--- config.mk ---
export PLATFORM = sky130hd
export DESIGN_NAME = control_sequencer
export DESIGN_NICKNAME = d
export VERILOG_FILES = /design/src/rtl/sparc_ctrl_pkg.sv /design/src/rtl/mfc_timer.sv /design/src/rtl/control_sequencer.sv
export SDC_FILE = /design/constraint.sdc
export NUM_CORES = 1
export LEC_CHECK = 0
export ABC_AREA = 1
export CAP_MARGIN = 5
export CORE_AREA = 2 2 46 48
export CTS_CLUSTER_DIAMETER = 40
export DETAILED_ROUTE_END_ITERATION = 16
export DIE_AREA = 0 0 48 50
export GPL_TIMING_DRIVEN = 0
export MAX_ROUTING_LAYER = met4
export PLACE_DENSITY = 0.75
export SLEW_MARGIN = 15
export SYNTH_ARGS = -nofsm -noshare
export SYNTH_HDL_FRONTEND = slang
export SYNTH_SLANG_ARGS = --single-unit
--- constraint.sdc ---
create_clock -name Clk -period 1.47 [get_ports Clk]
set_input_delay 0.2205 -clock Clk [delete_from_list [all_inputs] [get_ports Clk]]
set_output_delay 0.2205 -clock Clk [all_outputs]
set_load 0.01 [all_outputs]
--- src/rtl/sparc_ctrl_pkg.sv ---
// Shared encodings for the SPARC-style control sequencer:
// FSM states, RAM opcodes, ALU operand selects and op-field constants.
package sparc_ctrl_pkg;

   typedef enum logic [3:0] {
      FETCH_MAR = 4'd0,
      FETCH_RD  = 4'd1,
      FETCH_IR  = 4'd2,
      DECODE    = 4'd3,
      EXEC      = 4'd4,
      LD_MAR    = 4'd5,
      LD_RD     = 4'd6,
      LD_WB     = 4'd7,
      ST_MAR    = 4'd8,
      ST_MDR    = 4'd9,
      ST_WR     = 4'd10,
      TRAP      = 4'd11,
      PC_UPD    = 4'd12
   } state_t;

   localparam logic [1:0] READ_WORD  = 2'b00;
   localparam logic [1:0] WRITE_WORD = 2'b01;

   localparam logic [1:0] SEL_PC = 2'd0;
   localparam logic [1:0] SEL_EA = 2'd1;
   localparam logic [1:0] SEL_RS = 2'd2;

   localparam logic [1:0] OP_MEM    = 2'b11;
   localparam int         STORE_BIT = 21;

   function automatic logic is_wait(input state_t s);
      return (s == FETCH_RD) || (s == LD_RD) || (s == ST_WR);
   endfunction

endpackage

--- src/rtl/mfc_timer.sv ---
// MFC wait-cycle counter; raises expired on the LIMIT-th waiting
// cycle without MFC. Cleared on reset and on every state change.
module mfc_timer #(
   parameter int LIMIT = 16
) (
   input  logic clk,
   input  logic clr,
   input  logic restart,
   input  logic run,
   output logic expired
);

   localparam int W = $clog2(LIMIT + 1);

   logic [W-1:0] cnt;

   assign expired = run && (cnt == W'(LIMIT - 1));

   always_ff @(posedge clk) begin
      if (clr || restart)
         cnt <= '0;
      else if (run && !expired)
         cnt <= cnt + 1'b1;
   end

endmodule

--- src/rtl/control_sequencer.sv ---
// Multi-cycle fetch/decode/execute control FSM for a SPARC-style datapath.
// Optional MFC watchdog enabled by defining MFC_TIMEOUT_EN.
module control_sequencer
   import sparc_ctrl_pkg::*;
#(
   parameter int MFC_TIMEOUT = 16
) (
   input  logic        Clk,
   input  logic        Clr,
   input  logic [31:0] IR_Out,
   input  logic        MFC,
   input  logic        trap_req,
   output logic        IR_Enable,
   output logic        MAR_Enable,
   output logic        MDR_Enable,
   output logic        MDR_Mux_S,
   output logic        RAM_enable,
   output logic        PSR_Enable,
   output logic        TBR_Enable,
   output logic        PC_Enable,
   output logic        RF_Enable,
   output logic [1:0]  RAM_OpCode,
   output logic [1:0]  alu_src_sel,
   output logic        mem_fault,
   output logic [3:0]  state_out
);

   state_t state, nxt;
   logic   hold;
   logic   expired;
   logic   mem_op, store;
   logic   unused_ir;

   assign mem_op    = (IR_Out[31:30] == OP_MEM);
   assign store     = IR_Out[STORE_BIT];
   assign unused_ir = ^{IR_Out[29:22], IR_Out[20:0]};
   assign state_out = state;

`ifdef MFC_TIMEOUT_EN
   logic fault;

   mfc_timer #(.LIMIT(MFC_TIMEOUT)) u_timer (
      .clk     (Clk),
      .clr     (Clr),
      .restart (nxt != state),
      .run     (is_wait(state) && !MFC),
      .expired (expired)
   );

   always_ff @(posedge Clk) begin
      if (Clr)
         fault <= 1'b0;
      else if (expired)
         fault <= 1'b1;
   end

   assign mem_fault = fault;
`else
   logic unused_cfg;

   assign expired    = 1'b0;
   assign mem_fault  = 1'b0;
   assign unused_cfg = (MFC_TIMEOUT > 0);
`endif

   // hold marks the quiet first FETCH_MAR cycle after reset
   always_ff @(posedge Clk) begin
      if (Clr) begin
         state <= FETCH_MAR;
         hold  <= 1'b1;
      end else begin
         state <= nxt;
         hold  <= 1'b0;
      end
   end

   always_comb begin
      nxt = state;
      unique case (state)
         FETCH_MAR: nxt = hold ? FETCH_MAR : FETCH_RD;
         FETCH_RD:
            if (MFC)          nxt = FETCH_IR;
            else if (expired) nxt = TRAP;
         FETCH_IR:  nxt = DECODE;
         DECODE:
            if (trap_req)     nxt = TRAP;
            else if (mem_op)  nxt = store ? ST_MAR : LD_MAR;
            else              nxt = EXEC;
         EXEC:      nxt = PC_UPD;
         LD_MAR:    nxt = LD_RD;
         LD_RD:
            if (MFC)          nxt = LD_WB;
            else if (expired) nxt = TRAP;
         LD_WB:     nxt = PC_UPD;
         ST_MAR:    nxt = ST_MDR;
         ST_MDR:    nxt = ST_WR;
         ST_WR:
            if (MFC)          nxt = PC_UPD;
            else if (expired) nxt = TRAP;
         TRAP:      nxt = PC_UPD;
         PC_UPD:    nxt = FETCH_MAR;
         default:   nxt = FETCH_MAR;
      endcase
   end

   always_comb begin
      IR_Enable   = 1'b0;
      MAR_Enable  = 1'b0;
      MDR_Enable  = 1'b0;
      MDR_Mux_S   = 1'b0;
      RAM_enable  = 1'b0;
      PSR_Enable  = 1'b0;
      TBR_Enable  = 1'b0;
      PC_Enable   = 1'b0;
      RF_Enable   = 1'b0;
      RAM_OpCode  = READ_WORD;
      alu_src_sel = SEL_PC;
      if (!hold) begin
         unique case (state)
            FETCH_MAR: MAR_Enable = 1'b1;
            FETCH_RD:  RAM_enable = 1'b1;
            FETCH_IR:  IR_Enable  = 1'b1;
            EXEC: begin
               RF_Enable   = 1'b1;
               alu_src_sel = SEL_RS;
            end
            LD_MAR, ST_MAR: begin
               MAR_Enable  = 1'b1;
               alu_src_sel = SEL_EA;
            end
            // read data is captured into MDR the cycle MFC arrives
            LD_RD: begin
               RAM_enable = 1'b1;
               MDR_Mux_S  = MFC;
               MDR_Enable = MFC;
            end
            LD_WB:     RF_Enable  = 1'b1;
            ST_MDR:    MDR_Enable = 1'b1;
            ST_WR: begin
               RAM_enable = 1'b1;
               RAM_OpCode = WRITE_WORD;
            end
            TRAP: begin
               PSR_Enable = 1'b1;
               TBR_Enable = 1'b1;
            end
            PC_UPD:    PC_Enable  = 1'b1;
            default: ;
         endcase
      end
   end

endmodule

; ---- Word-level counts from Yosys, hierarchy flattened
; Index checks and enable logic that the tools add are counted.
[classes]
n_reduce_logical = 7
eq_ne = 16
n_mux = 29
[ops]
columns = op, count
row1 = 4-bit one-hot mux with 10 select lines, 1
row2 = 4-bit two-way mux, 6
row3 = 4-bit equality test (second input constant), 5
row4 = 1-bit two-way mux, 19
row5 = 4-bit by 3-bit equality test with 1-bit output (second input constant), 4
row6 = 3-bit OR reduction, 3
row7 = 4-bit by 2-bit equality test with 1-bit output (second input constant), 2
row8 = 2-bit inequality test (second input constant), 3
row9 = 4-bit by 1-bit equality test with 1-bit output (second input constant), 1
row10 = 4-bit zero test, 1
row11 = 2-bit one-hot mux with 2 select lines, 1
row12 = 2-bit OR reduction, 2
row13 = 3-bit AND reduction, 1
row14 = 2-bit equality test (second input constant), 1
row15 = 2-bit two-way mux, 1
row16 = 1-bit one-hot mux with 2 select lines, 1
[word_totals]
out_inout_bits = 18
wordCells = 54
register_bits = 5

; ---- Depth between registers and ports, before layout
; Gate-level depths: netlist of the first run.
[logic_depth]
word_depth = 4
ltp_mapped = 8

; ---- Least setup slack after synthesis of the first run
; Ideal clock, no wire load.
[synth_path]
kind = register to output
from = register state[3] (netlist: state_out[3])
to = output port TBR_Enable
n_path_buf = 1
t_arrival_ns = 1.098
required_time_ns = 1.250
setup_slack_ns = 0.152
path_stages_with_launch = 6
cell_sequence = dfxtp_1 -> nand2_1 -> inv_2 -> nand2_1 -> nor2_1 -> buf_4
[synth_between]
elab_chain_cells = 3
[synth_rtl]
columns = element, line
row1 = start: declaration, control_sequencer.sv:28  ; state_t state, nxt;
row2 = start signal: assignment, control_sequencer.sv:72  ; state <= nxt;
row3 = 4-bit equality test, -
row4 = 1-bit two-way mux (2 in a row), -
row5 = end: declaration, control_sequencer.sv:19  ; output logic TBR_Enable,
; Every way passes these cells.

; ---- Worst setup path after layout of the first run
[layout_path]
from = register state[2] (netlist: state_out[2])
to = output port MAR_Enable
[layout_between]
elab_chain_cells = 4
word_cells_on_any_way = 6
[layout_rtl]
columns = element, line
row1 = 4-bit by 3-bit equality test with 1-bit output (tied with other cells), control_sequencer.sv:119  ; unique case (state)
row2 = 3-bit OR reduction (no line) (*), -
row3 = 1-bit two-way mux (*), control_sequencer.sv:119
row4 = 1-bit two-way mux (*), control_sequencer.sv:118  ; if (!hold) begin
row5 = end: declaration, control_sequencer.sv:14  ; output logic MAR_Enable,
; Mark *: on every way between the ends. The rest lies on a longest branch, timed or not.

==> results.py, run 1 <==
metrics = {
    "logic_synthesis": {
        "syn-instance-count": 84,
        "synth_xor_area_share_pct": 0,
        "synth_compound_area_share_pct": 13.4,
        "netlist_area_sq_um": 465,
        "synthMuxAreaShare_pct": 0,
        "synth_top_family_by_area": "simple AND/OR/NAND/NOR gates",
        "synth_seq_cells": 5,
        "ys_seq_area_share_pct": 21.5,
        "synthAdderAreaFrac_pct": 0,
        "yosys.cell_types.count": 20,
        "syn_avg_cell_area_sq_um": 5.54,
        "ys.warnings.count": 0,
        "synth_simple_gate_area_share_pct": 48.9,
    },
    "clock_network": {
        "cts.sinks": 5,
        "ctsHoldBuffers": 0,
        "clk_latency_ps": 250,
        "cts_buffers": 3,
        "clk_path_buf_depth": 2,
        "clk_pin_slew_ps": 50,
        "cts_tree": "built",
        "root_buffer": "clkbuf_4",
        "htree_num_levels": 1,
    },
    "routing": {
        "vias": 675,
        "wl_per_cell_um": 12.5,
        "avgViaCountPerCell": 4.56,
        "final_antenna_net_count": 0,
        "routed_wl_um": 1850,
        "route.detailed.drc": 0,
        "initialDrtViolationCount": 18,
        "drtPass1Iterations": 4,
    },
    "placement": {
        "post-place-ws_ps": -315,
        "gp_congestion": 0.934,
        "hpwl_um": 1050,
        "portBuffers": 22,
    },
    "global_route": {
        "overflow": 0,
        "grt_most_used_layer": "met2",
        "met3_usage_pct": 5.49,
        "grt.met2_usage_pct": 23.6,
        "grtUsageTotal_pct": 14.6,
        "gr-usage-met1_pct": 15.4,
        "grt_max_degree": 9,
        "grt_pass1_wl_um": 2400,
        "first_global_vias": 585,
        "antenna_found_initial": 0,
    },
    "floorplanning": {
        "start_util_pct": 24.5,
        "fp-row-count": 16,
        "io_pins": 54,
        "die-area_sq_um": 2400,
        "die_y_um": 50,
        "fp.dieW_um": 48,
        "core-area_sq_um": 1900,
    },
    "timing": {
        "post-route-period-util_pct": 102,
        "fin_crit_ps": 1500,
        "clock_skew_ps": 7.51,
        "final-max-slew-violation-count": 0,
        "hold_viol": 0,
        "rsz0062_at_grt": "true",
        "max_freq_mhz": 667,
        "finalSetupViolCount": 4,
        "setup_ws_ps": -29.1,
    },
    "min_path": {
        "hp-class": "in2reg",
        "hold_end": "hold$_DFF_P_",
        "hold_depth": 1,
        "worstHoldStart": "Clr",
    },
    "final_layout": {
        "drive_gt1_share_pct": 52.1,
        "mostFrequentLayoutCells": "nand2_1 (17), buf_4 (13), buf_2 (11), nand3_1 (8), clkdlybuf4s50_1 (8)",
        "final_common_cell": "nand2_1",
        "utilization_pct": 45.7,
        "syn2layout_area_growth_pct": 86.6,
        "finalNetCount": 158,
        "diodes": 0,
    },
    "setup_path": {
        "cp_max_fo": 4,
        "startpoint_type": "flop",
        "endpoint_kind": "output port",
        "reg2regPathDepth": 7,
        "r2r_start": "state_out[2]$_SDFFE_PP0P_",
        "critPathKind": "reg2out",
        "reg2reg_to": "state_out[2]$_SDFFE_PP0P_",
        "reg2reg_setup_slack_ps": 190,
        "cp.arrival_ps": 1280,
        "required_ps": 1250,
    },
    "power_and_ir_drop": {
        "power_uw": 1230,
        "peakVddDrop_mv": 0.668,
        "cellLeakagePower_uw": 0.000435,
        "power_density_nw_per_um2": 1420,
    },
    "outcome": {
        "violations": "negative setup slack",
        "run_status": "complete, but fails checks",
    },
    "flow_run": {
        "drv_cap": 0,
    },
}
worst max-delay path by stage:
stage	from	to	slack [ps]	cells past startpoint
finish	state_out[2]$_SDFFE_PP0P_	MAR_Enable	-30	5
global route	state_out[1]$_SDFFE_PP0P_	RAM_enable	-100	5
CTS	state_out[0]$_SDFFE_PP0P_	RF_Enable	-140	5
detailed placement	state_out[1]$_SDFFE_PP0P_	MDR_Enable	-310	7
global placement	state_out[1]$_SDFFE_PP0P_	MDR_Enable	-290	7
floorplan	state_out[3]$_SDFFE_PP0P_	TBR_Enable	150	5
registers in the layout (all words and copies together) (netlist names):
signal,cells
state_out,4
hold,1
metrics by stage:
stage               hold WS (ps)  instance area, sq um  cells  TNS (ps)
floorplan                    248                   469     85         0
global placement             603                   723    134     -2110
detailed placement           619                   723    134     -2440
CTS                          552                   810    141      -444
global route                 558                   868    148      -448
finish                       569                   868    148     -85.9
cell families (layout without fill, tap and decap cells):
| group | after synthesis | in the layout |
|---|---|---|
| flops | 5 | 5 |
| other cells | 1 | 2 |
| buf+inv | 16 | 52 |
| compound gates | 11 | 11 |
| simple gates | 51 | 51 |
where the power goes:
group / internal (uW) / switching, uW / total [uW]
clock network: 103 / 65.1 / 168
logic: 350 / 443 / 793
registers: 191 / 80.4 / 272
total: 644 / 588 / 1230
cell usage after synthesis, drive strengths merged:
cell type  number  area share [%]
a21oi           7             8.3
a31oi           1             1.3
buf             3             4.8
clkbuf          1            0.81
clkinv          1            0.81
conb            1            0.81
dfxtp           5              22
inv            11             8.9
nand2          25              21
nand3           9              11
nand4           1             1.3
nor2           14              13
nor3            2             2.2
o21ai           2             2.2
o21bai          1             1.6
layer usage:
layer / vias to the layer above / share of wire [%]
li1: 334 / -
met1: 310 / 37
met2: 29 / 56
met3: 2 / 6.3
met4: 0 / 0.54
met5: - / 0
critical path, stage by stage, from the launching register on:
cell	delay, ps
dfxtp_4	360
buf_4	140
nor2_4	160
nand3_1	140
o21ai_1	90
buf_2	140
what timing repair did:
| item | 4_1_cts | 5_1_grt |
|---|---|---|
| endpoints found under the setup margin | 15 | 11 |
| pin swaps | 2 | 8 |
| gates resized for setup | 59 | 23 |
| buffers inserted | 4 | 7 |
area by class of cell:
type | instances | area (sq um)
sequential | 5 | 116
buffer | 3 | 22.5
clock buffer | 4 | 26.3
fill | 197 | 1030
multi-input combinational | 64 | 362
tap | 27 | 33.8
timing repair buffer | 33 | 253
inverter | 12 | 55.1
(Power assumes the default switching activity.)
==> run 2: changes to the inputs <==
Settings changed: SKIP_LAST_GASP set to 1.
==> results.py, run 2 (synthesis gave the netlist of run 1 again) <==
metrics = {
    "final_layout": {
        "final_common_cell": "nand2_1",
        "stdcell_area_sq_um": 848,
        "n_fill_cell": 192,
        "diodes": 0,
        "mostFrequentLayoutCells": "nand2_1 (17), buf_2 (10), nor2_1 (8), nand3_1 (8), buf_4 (8)",
        "drive_gt1_share_pct": 48.7,
        "finalNetCount": 154,
        "largest_register_ffs": 4,
        "utilization_pct": 44.6,
        "syn2layout_area_growth_pct": 82.3,
    },
    "routing": {
        "vias": 673,
        "route.detailed.drc": 0,
        "routed_wl_um": 1750,
        "wl_per_cell_um": 12.2,
        "final_antenna_net_count": 0,
        "avgViaCountPerCell": 4.67,
        "initialDrtViolationCount": 9,
        "drtPass1Iterations": 5,
    },
    "power_and_ir_drop": {
        "cellLeakagePower_uw": 0.000441,
        "peakVddDrop_mv": 0.649,
        "power_density_nw_per_um2": 1420,
    },
    "timing": {
        "fin_crit_ps": 1510,
        "finalSetupViolCount": 6,
        "rsz0062_at_grt": "true",
        "final-max-slew-violation-count": 0,
        "setup_ws_ps": -40.2,
        "max_freq_mhz": 662,
        "clock_skew_ps": 7.91,
        "hold_viol": 0,
        "post-route-period-util_pct": 103,
    },
    "global_route": {
        "first_global_vias": 585,
        "grt_max_degree": 9,
        "grtUsageTotal_pct": 14.6,
        "overflow": 0,
        "grt_pass1_wl_um": 2400,
        "antenna_found_initial": 0,
    },
    "clock_network": {
        "cts.sinks": 5,
        "cts_buffers": 3,
        "clk_pin_slew_ps": 50,
        "htree_num_levels": 1,
        "ctsHoldBuffers": 0,
        "cts_tree": "built",
        "root_buffer": "clkbuf_4",
        "clk_latency_ps": 250,
        "clk_path_buf_depth": 2,
    },
    "floorplanning": {
        "die_y_um": 50,
        "die-area_sq_um": 2400,
        "fp.dieW_um": 48,
        "start_util_pct": 24.5,
        "io_pins": 54,
        "core-area_sq_um": 1900,
        "fp-row-count": 16,
    },
    "setup_path": {
        "required_ps": 1250,
        "endpoint_kind": "output port",
        "cp.arrival_ps": 1290,
        "cp_max_fo": 4,
        "startpoint_type": "flop",
        "critPathKind": "reg2out",
    },
    "placement": {
        "gp_congestion": 0.934,
        "portBuffers": 22,
        "hpwl_um": 1050,
        "dpl_cell_area_sq_um": 723,
    },
    "outcome": {
        "run_status": "complete, but fails checks",
        "violations": "negative setup slack",
    },
    "flow_run": {
        "drv_cap": 0,
    },
    "min_path": {
        "hp-class": "in2reg",
    },
}
[run 2: cell types whose count changed in the layout (fill, tap and decap cells not counted), sizes merged]
cell           before  now
dlymetal6s2s        0    2
dlygate4sd2         2    1
clkdlybuf4s15       0    1
clkdlybuf4s50       8    7
buf                25   20
[run 2: timing repair]
item                       4_1_cts  5_1_grt
setup endpoints to repair       15       13
gates resized for setup         56       25
pin swaps                        1        8
buffers inserted                 4        3
[run 2: path summary, 6_finish.rpt]
| path | start | endpoint | slack (ps) | cells after the start |
|---|---|---|---|---|
| worst max-delay path | state_out[2]$_SDFFE_PP0P_ | MDR_Enable | -40 | 7 |
| worst min-delay path | Clr | hold$_DFF_P_ | 560 | 1 |
| worst max register to register | state_out[2]$_SDFFE_PP0P_ | state_out[0]$_SDFFE_PP0P_ | 320 | 8 |
| worst min register to register | state_out[2]$_SDFFE_PP0P_ | state_out[0]$_SDFFE_PP0P_ | 640 | 3 |
[run 2: per-layer routing]
metal  wire length [um]  global-route usage, %  vias up  share of wire [%]
li1                   -                      -      330                  -
met1                677                   15.4      305                 39
met2                933                   23.6       33                 53
met3                120                   5.49        5                6.8
met4                 23                   6.31        0                1.3
met5                  0                      -        -                  0
[run 2: report_power, final]
part / total, uW / switching, uW / internal [uW] / leakage, uW
Sequential: 269 / 78.1 / 191 / 0.0000440
Clock: 168 / 65.0 / 103 / 0.0000150
Combinational: 767 / 432 / 335 / 0.000382
[run 2: critical path, cell delays in order (launching register included)]
cell and delay [ps]:
dfxtp_4 390, inv_6 50, nor2_4 150, nand2_2 100
inv_2 70, nand2_2 50, a21oi_2 100, buf_2 130
[run 2: stage by stage]
stage / instances / total power (uW) / hold slack [ps] / setup TNS, ps / setup slack, ps
after floorplan: 85 / 588 / 248 / 0 / 152
after global placement: 134 / 793 / 603 / -2110 / -288
after detailed placement: 134 / 809 / 619 / -2440 / -315
after CTS: 141 / 1090 / 552 / -520 / -153
after global routing: 144 / 1290 / 558 / -567 / -105
final: 144 / 1200 / 557 / -108 / -40.2
[run 2: layout make-up]
type	count	area [sq um]	share of cell area [%]
repair buffers	29	239	28.2
multi-input cells	64	355	41.9
flip-flops and latches	5	116	13.7
inverters	12	55.1	6.49
well taps	27	33.8	3.98
clock buffers	4	26.3	3.10
plain buffers	3	22.5	2.65
